===== config.mk =====
export PLATFORM = sky130hd
export DESIGN_NAME = dac_burst_seq
export DESIGN_NICKNAME = d
export VERILOG_FILES = /design/src/rtl/dac_pkg.sv /design/src/rtl/sync_edge_det.sv /design/src/rtl/dac_burst_seq.sv
export SDC_FILE = /design/constraint.sdc
export NUM_CORES = 1
export LEC_CHECK = 0
export CAP_MARGIN = 10
export CELL_PAD_IN_SITES_DETAIL_PLACEMENT = 0
export CELL_PAD_IN_SITES_GLOBAL_PLACEMENT = 1
export CORE_MARGIN = 8
export CORE_UTILIZATION = 41
export CTS_BUF_LIST = sky130_fd_sc_hd__clkbuf_4 sky130_fd_sc_hd__clkbuf_8
export CTS_CLUSTER_SIZE = 12
export DETAILED_ROUTE_END_ITERATION = 10
export PLACE_DENSITY = 0.86
export SLEW_MARGIN = 25
export SYNTH_ARGS = -nofsm -noshare
export SYNTH_HDL_FRONTEND = slang
export SYNTH_SLANG_ARGS = --single-unit

===== constraint.sdc =====
create_clock -name i_clk -period 5 [get_ports i_clk]
set_input_delay 0.5 -clock i_clk [delete_from_list [all_inputs] [get_ports i_clk]]
set_output_delay 0.5 -clock i_clk [all_outputs]
set_load 0.01 [all_outputs]

===== src/rtl/dac_pkg.sv =====
// Shared widths and state encoding for the DAC burst sequencer.
// Imported by the sequencer top and its helpers.
package dac_pkg;

  localparam int DEF_DLY_W = 32;
  localparam int DEF_AW    = 13;
  localparam int DEF_REP_W = 8;
  localparam int DEF_GAP_W = 16;

  typedef enum logic [1:0] {
    ST_IDLE  = 2'd0,
    ST_DELAY = 2'd1,
    ST_BURST = 2'd2,
    ST_GAP   = 2'd3
  } state_e;

endpackage


===== src/rtl/sync_edge_det.sv =====
// Three-flop synchroniser for an async strobe with a one-cycle
// rising-edge pulse taken from the two settled stages.
module sync_edge_det (
  input  logic i_clk,
  input  logic i_clr,
  input  logic i_async,
  output logic o_rise
);

  logic [2:0] z_sync_q;
  logic [2:0] z_sync_d;

  always_comb begin
    z_sync_d = {z_sync_q[1:0], i_async};
  end

  always_ff @(posedge i_clk) begin
    if (i_clr) begin
      z_sync_q <= '0;
    end else begin
      z_sync_q <= z_sync_d;
    end
  end

  assign o_rise = z_sync_q[1] & ~z_sync_q[2];

endmodule


===== src/rtl/dac_burst_seq.sv =====
// Trigger / delay / burst sequencer feeding the DAC waveform RAM.
// Produces read address, sample window, busy/done and overrun status.
module dac_burst_seq
  import dac_pkg::*;
#(
  parameter int DLY_W = DEF_DLY_W,
  parameter int AW    = DEF_AW,
  parameter int REP_W = DEF_REP_W,
  parameter int GAP_W = DEF_GAP_W
) (
  input  logic             i_clk,
  input  logic             i_clr,
  input  logic             i_en,
  input  logic             i_sync,
  input  logic             i_soft_trig,
  input  logic [DLY_W-1:0] i_delay,
  input  logic [AW-1:0]    i_len,
  input  logic [REP_W-1:0] i_reps,
  input  logic [GAP_W-1:0] i_gap,
  input  logic             i_ovr_clr,
  output logic [AW-1:0]    o_addr,
  output logic             o_active,
  output logic             o_busy,
  output logic             o_done,
  output logic             o_ovr,
  output logic [15:0]      o_trig_cnt
);

  logic ext_trig;
  logic trig;

  state_e           state_q,    state_d;
  logic [DLY_W-1:0] dly_cnt_q,  dly_cnt_d;
  logic [GAP_W-1:0] gap_cnt_q,  gap_cnt_d;
  logic [REP_W-1:0] rep_cnt_q,  rep_cnt_d;
  logic [AW-1:0]    len_q,      len_d;
  logic [REP_W-1:0] reps_q,     reps_d;
  logic [GAP_W-1:0] gap_q,      gap_d;
  logic [AW-1:0]    addr_q,     addr_d;
  logic             active_q,   active_d;
  logic             busy_q,     busy_d;
  logic             done_q,     done_d;
  logic             ovr_q,      ovr_d;
  logic [15:0]      trig_cnt_q, trig_cnt_d;

  sync_edge_det u_sync (
    .i_clk   (i_clk),
    .i_clr   (i_clr),
    .i_async (i_sync),
    .o_rise  (ext_trig)
  );

  assign trig = (ext_trig | i_soft_trig) & i_en;

  always_comb begin
    state_d    = state_q;
    dly_cnt_d  = dly_cnt_q;
    gap_cnt_d  = gap_cnt_q;
    rep_cnt_d  = rep_cnt_q;
    len_d      = len_q;
    reps_d     = reps_q;
    gap_d      = gap_q;
    addr_d     = addr_q;
    active_d   = active_q;
    done_d     = 1'b0;
    ovr_d      = ovr_q;
    trig_cnt_d = trig_cnt_q;

    // A trigger that cannot be accepted beats a same-cycle clear.
    if (trig && (state_q != ST_IDLE)) begin
      ovr_d = 1'b1;
    end else if (i_ovr_clr) begin
      ovr_d = 1'b0;
    end

    if (!i_en) begin
      state_d  = ST_IDLE;
      active_d = 1'b0;
      addr_d   = '0;
    end else begin
      unique case (state_q)
        ST_IDLE: begin
          if (trig) begin
            len_d      = i_len;
            reps_d     = i_reps;
            gap_d      = i_gap;
            rep_cnt_d  = '0;
            trig_cnt_d = trig_cnt_q + 16'd1;
            if (i_delay == '0) begin
              state_d  = ST_BURST;
              active_d = 1'b1;
              addr_d   = '0;
            end else begin
              state_d   = ST_DELAY;
              dly_cnt_d = i_delay - DLY_W'(1);
            end
          end
        end
        ST_DELAY: begin
          if (dly_cnt_q == '0) begin
            state_d  = ST_BURST;
            active_d = 1'b1;
            addr_d   = '0;
          end else begin
            dly_cnt_d = dly_cnt_q - DLY_W'(1);
          end
        end
        ST_BURST: begin
          if (addr_q == len_q) begin
            addr_d = '0;
            if (rep_cnt_q < reps_q) begin
              rep_cnt_d = rep_cnt_q + REP_W'(1);
              if (gap_q != '0) begin
                state_d   = ST_GAP;
                active_d  = 1'b0;
                gap_cnt_d = gap_q - GAP_W'(1);
              end
            end else begin
              state_d  = ST_IDLE;
              active_d = 1'b0;
              done_d   = 1'b1;
            end
          end else begin
            addr_d = addr_q + AW'(1);
          end
        end
        ST_GAP: begin
          if (gap_cnt_q == '0) begin
            state_d  = ST_BURST;
            active_d = 1'b1;
            addr_d   = '0;
          end else begin
            gap_cnt_d = gap_cnt_q - GAP_W'(1);
          end
        end
        default: begin
          state_d  = ST_IDLE;
          active_d = 1'b0;
          addr_d   = '0;
        end
      endcase
    end

    busy_d = (state_d != ST_IDLE);
  end

  always_ff @(posedge i_clk) begin
    if (i_clr) begin
      state_q    <= ST_IDLE;
      dly_cnt_q  <= '0;
      gap_cnt_q  <= '0;
      rep_cnt_q  <= '0;
      len_q      <= '0;
      reps_q     <= '0;
      gap_q      <= '0;
      addr_q     <= '0;
      active_q   <= 1'b0;
      busy_q     <= 1'b0;
      done_q     <= 1'b0;
      ovr_q      <= 1'b0;
      trig_cnt_q <= '0;
    end else begin
      state_q    <= state_d;
      dly_cnt_q  <= dly_cnt_d;
      gap_cnt_q  <= gap_cnt_d;
      rep_cnt_q  <= rep_cnt_d;
      len_q      <= len_d;
      reps_q     <= reps_d;
      gap_q      <= gap_d;
      addr_q     <= addr_d;
      active_q   <= active_d;
      busy_q     <= busy_d;
      done_q     <= done_d;
      ovr_q      <= ovr_d;
      trig_cnt_q <= trig_cnt_d;
    end
  end

  assign o_addr     = addr_q;
  assign o_active   = active_q;
  assign o_busy     = busy_q;
  assign o_done     = done_q;
  assign o_ovr      = ovr_q;
  assign o_trig_cnt = trig_cnt_q;

endmodule

### Word-level counts from Yosys, hierarchy flattened

Cells that the tools add are included.
Widths: inputs -> output; s select.

| storage, ports and cells | value |
|---|---|
| memories | 0 |
| flip-flop bits (word level) | 131 |
| output and inout port bits | 33 |
| logic and storage cells | 103 |
| bits in latches | 0 |
| bits in writable memories | 0 |
| ROM bits | 0 |

| operators by class | value |
|---|---|
| shifts and indexed selects | 0 |
| add/sub/neg operators | 7 |
| equal/unequal tests | 15 |
| mux-type cells | 39 |
| magnitude comparators | 1 |
| reduce and logical (&&, ||, !) cells | 20 |
| bitwise logic cells | 7 |
| multiply operators | 0 |
| div/mod/pow operators | 0 |

Operator list:

| operator | number |
|---|---|
| $mux 32 | 3 |
| $mux 13 | 5 |
| $logic_not 32->1 | 2 |
| $mux 16 | 4 |
| $pmux 32 s2 | 1 |
| $sub 32x1->32 const B | 2 |
| $pmux 13 s4 | 1 |
| $pmux 16 s2 | 1 |
| $sub 16x1->16 const B | 2 |
| $mux 8 | 3 |
| $ne 2x2->1 const B | 10 |
| $add 16x1->16 const B | 1 |
| $logic_not 16->1 | 1 |
| $mux 2 | 8 |
| $pmux 8 s2 | 1 |
| $reduce_bool 16->1 | 1 |
| $add 13x1->13 const B | 1 |
| $eq 13x13->1 | 1 |
| $reduce_and 6->1 | 2 |
| $reduce_bool 2->1 | 6 |
| $mux 1 | 10 |
| $reduce_and 5->1 | 2 |
| $add 8x1->8 const B | 1 |
| $lt 8x8->1 | 1 |
| other kinds (14) | 19 |

### Logic depth before layout (Yosys ltp)

| logic depth | value |
|---|---|
| depth in word-level cells | 8 |
| gate-level depth with buffers | 16 |

### Modules after synthesis

Synthesis repeated with hierarchy kept, for this count alone.

| second synthesis, totals | value |
|---|---|
| cells, all modules | 1,055 |
| area, all modules | 7,905.1 um^2 |

Modules (own cells, without submodules):

| module | area an instance (um^2) | cells each | times used |
|---|---|---|---|
| dac_burst_seq | 7,817.5 | 1,048 | 1 |
| sync_edge_det | 87.6 | 7 | 1 |

### Least setup slack after synthesis

Ideal clock, no wire load.

| path | value |
|---|---|
| path type | flip-flop to flip-flop |
| start point | register state_q[1] |
| end point | register dly_cnt_q[20] |
| path buffers | 6 |
| data required time | 4.919 ns |
| setup time | 0.081 ns |
| arrival | 3.672 ns |
| cell stages (with the launch flop) | 17 |
| slack | 1.248 ns |
| path through | dfxtp_1 buf_6 nand2b_1 buf_2 clkbuf_1 clkbuf_1 clkbuf_1 mux2i_1 ha_1 nor2b_1 mux2i_1 nand3b_1 clkbuf_1 nor4b_4 and4b_1 o21ai_0 a41oi_1 |

| on the way | value |
|---|---|
| word-level cells in the longest chain between the ends | 3 |

RTL lines:

| element | RTL line | text |
|---|---|---|
| from (decl) | dac_burst_seq.sv:32 | `state_e state_q, state_d;` |
| from (signal assigned) | dac_burst_seq.sv:163 | `state_q <= state_d;` |
| $eq 2x1->1 or $logic_not 2->1 (tied branches) | dac_burst_seq.sv:81 | `unique case (state_q)` |
| $ne 2x2->1 (no source line) or $reduce_bool 2->1 (tied branches) | n/a |  |
| $reduce_and 5->1 (no source line) | n/a |  |
| to (signal assigned) | dac_burst_seq.sv:164 | `dly_cnt_q <= dly_cnt_d;` |
| to (decl) | dac_burst_seq.sv:33 | `logic [DLY_W-1:0] dly_cnt_q, dly_cnt_d;` |

Parallel ways exist; a longest one is shown, timed or not.
A chain may end at the register's enable or synchronous reset.

### Worst setup path in the final report

| path | value |
|---|---|
| start point | register state_q[1] |
| end point | register dly_cnt_q[24] |

The elaborated chain is that of the path after synthesis.

==> metrics.md <==
| Metric | Value |
|---|---|
| Post-route ant nets | `0` |
| Relative slew slack | `0.427` |
| Drt wl/cell | `16.9 um` |
| Vias in the first global route | `7157` |
| Worst EP arrival | `4090 ps` |
| I/O Buffers | `107` |
| Avg Cell Area, Syn | `7.51 um2` |
| Post-CTS Hold Buffers | `0` |
| Top FF cell, synth | `dfxtp_1` |
| Syn-to-layout area delta | `21.3%` |
| # diodes | `0` |
| Endpoint type of the worst setup path | `flip-flop` |
| Dpl hpwl | `15800 um` |
| Max incr delay on CP | `720 ps` |
| Die area | `23100 um2` |
| Most common cell on crit path | `mux2i_1` |
| Post-Layout Cell Count | `1329` |
| Crit path buffers/inverters | `1` |
| GR Util All Layers | `0.187` |
| Post-synthesis instance total | `1009` |
| Routed vias/inst | `5.77` |
| Setup tns final | `0 ps` |
| Worst-path cell chain | `nand2b_2 > mux2i_1 > ha_1 > nor2b_1 > mux2i_1 > nand3b_1 > buf_4 > nor4_2 > nand3_1 > a21oi_1 > o311ai_0` |
| Setup bufs post-CTS | `0` |
| Largest net degree at the start of global routing | `95` |
| Max-capacitance violation count | `0` |
| Syn Nets | `1096` |
| Grt total ovfl | `0` |
| Routed vias | `7666` |
| First-pass GRT wire length | `36600 um` |
| Hold Vio Cnt, Final | `0` |
| DRT iter0 DRCs | `503` |
| Initial Util | `0.420` |
| Core area | `18000 um2` |
| Die width | `152 um` |
| CP Launch Type | `flip-flop` |
| Async set-reset flop share out of synthesis | `0` |
| Post-synth cell types | `69` |
| CP Max Fanout | `20` |
| Clk_lat worst skew | `460 ps` |
| Fmax | `0.264 GHz` |
| Slew Viols, Final | `0` |
| Pleak | `3.17 nW` |
| Synth cell count leaders | `nand2_1 (170), dfxtp_1 (131), nor2_1 (100)` |
| Root buffer cell | `clkbuf_8` |
| RSZ-0062 raised after global routing | `false` |
| Clk buf depth | `2` |
| Post-CTS sizing | `0` |
| Hold Path Class | `in -> reg` |
| Flops & latches, synth | `131` |
| Placer Congestion | `0.840` |
| CP max-delay cell | `dfxtp_1` |
| Register area share after synthesis | `0.346` |
| Req. time, crit path | `5300 ps` |
| CTS buffer count | `17` |
| Top delay family on crit path | `simple AND/OR/NAND/NOR gates` |
| Row cnt | `49` |
| Clock Sinks | `131` |
| Die height | `152 um` |
| Final period demand of the worst path | `3780 ps` |
| Worst-Margin Slew | `859 ps` |
| Final worst path period share | `0.756` |
| Worst-path clk slew | `90 ps` |
| Drt total wl | `22400 um` |
| Num ports | `108` |
| Setup Skew | `16.3 ps` |
| Leading area contributor after synthesis | `dfxtp_1` |
| Final Setup Violations | `0` |
| EDFF count, synth | `0` |
| Synthesized cell area | `7580 um2` |
| Yosys top cell area share | `0.346` |
| Setup CP Type | `reg -> reg` |
| Drt pass-1 iters | `5` |
| Max VDD drop | `225 uV` |
| Synth area leaders | `dfxtp_1 (35%), nand2_1 (8.4%), a21oi_1 (6.2%)` |
| Layout cells sized above 1 | `0.0591` |
| H-tree depth | `4` |
| Synth Warn # | `0` |
| Outcome | `finished clean` |
| CTS tree | `built` |
| Post-route DRC violation count | `0` |
| PD cells | `267 nW/um2` |
| Cell Count Post-Placement | `1297` |
| Cell with the most instances after synthesis | `nand2_1` |
| Net count, final | `1174` |
| Initial antenna violation count | `0` |
## flip-flops by register name, indices dropped and copies added (netlist names), 2 cells and up
| signal | count |
|---|---|
| state_q | 2 |
| o_trig_cnt | 16 |
| rep_cnt_q | 8 |
| reps_q | 8 |
| gap_q | 16 |
| o_addr | 13 |
| len_q | 13 |
| gap_cnt_q | 16 |
| dly_cnt_q | 32 |
| u_sync.z_sync_q | 3 |
## cells in the final DEF, fill, tap and decap left out, types with 18 or more instances in the layout
master           instances
nand2_1                170
dfxtp_1                131
clkdlybuf4s50_1        106
nor2_1                 100
a21oi_1                 94
nand3_1                 53
o21ai_0                 42
nor3_1                  26
xor2_1                  26
xnor2_1                 24
nand4_1                 22
nor4_1                  22
or3_1                   22
a31oi_1                 20
mux2i_1                 18
clkbuf_8                18
## worst paths after layout
kind | startpoint | to | slack, ps | depth (start not counted)
setup / recovery | state_q[1] | dly_cnt_q[24] | 1220 | 11
hold / removal | i_clr | dly_cnt_q[22] | 370 | 2
setup reg to reg | state_q[1] | dly_cnt_q[24] | 1220 | 11
hold reg to reg | u_sync.z_sync_q[0] | u_sync.z_sync_q[1] | 450 | 1
## per-stage QoR
stage	cell area [um2]	setup WS (ps)	utilization	hold WS [ps]	power, mW
6_report	9190	1220	0.510	370	2.46
5_1_grt	9190	945	0.510	362	2.57
4_1_cts	9190	1290	0.510	339	2.47
3_5_place_dp	8780	1330	0.487	426	1.52
3_3_place_gp	8780	1440	0.487	416	1.52
2_1_floorplan	7580	1250	-	414	1.37
## power by group
part           total [mW]  internal, mW  switching [mW]  leakage [nW]
clock               0.953         0.470           0.483         0.200
combinational       0.383         0.164           0.219          1.91
sequential           1.12          1.08          0.0413          1.06
total                2.46          1.71           0.743          3.17
## cell families (layout without fill, tap and decap cells)
logic type	count (synthesis)	after routing	synth area share
buffers and inverters	77	168	0.0418
and+or+nand+nor	479	479	0.308
muxes	23	23	0.0312
AOI/OAI and AO/OA	237	237	0.196
DFF	131	131	0.346
xor gates and xnor gates	50	50	0.0578
adders and majority gates	12	12	0.0198
## area by class of cell
type	count	area, um2
fill	1813	8830
multi-input combinational	801	4650
sequential	131	2620
timing repair buffer	119	1160
tap	229	287
clock buffer	18	248
clock inverter	14	164
inverter	17	63.8
## metal layers
metal	vias to the layer above	track usage	part of all wire
li1	3806	-	-
met1	3588	0.253	0.47
met2	238	0.279	0.43
met3	34	0.0525	0.073
met4	0	0.0641	0.020
met5	-	0	0
Power figures use the tool's default switching activity.
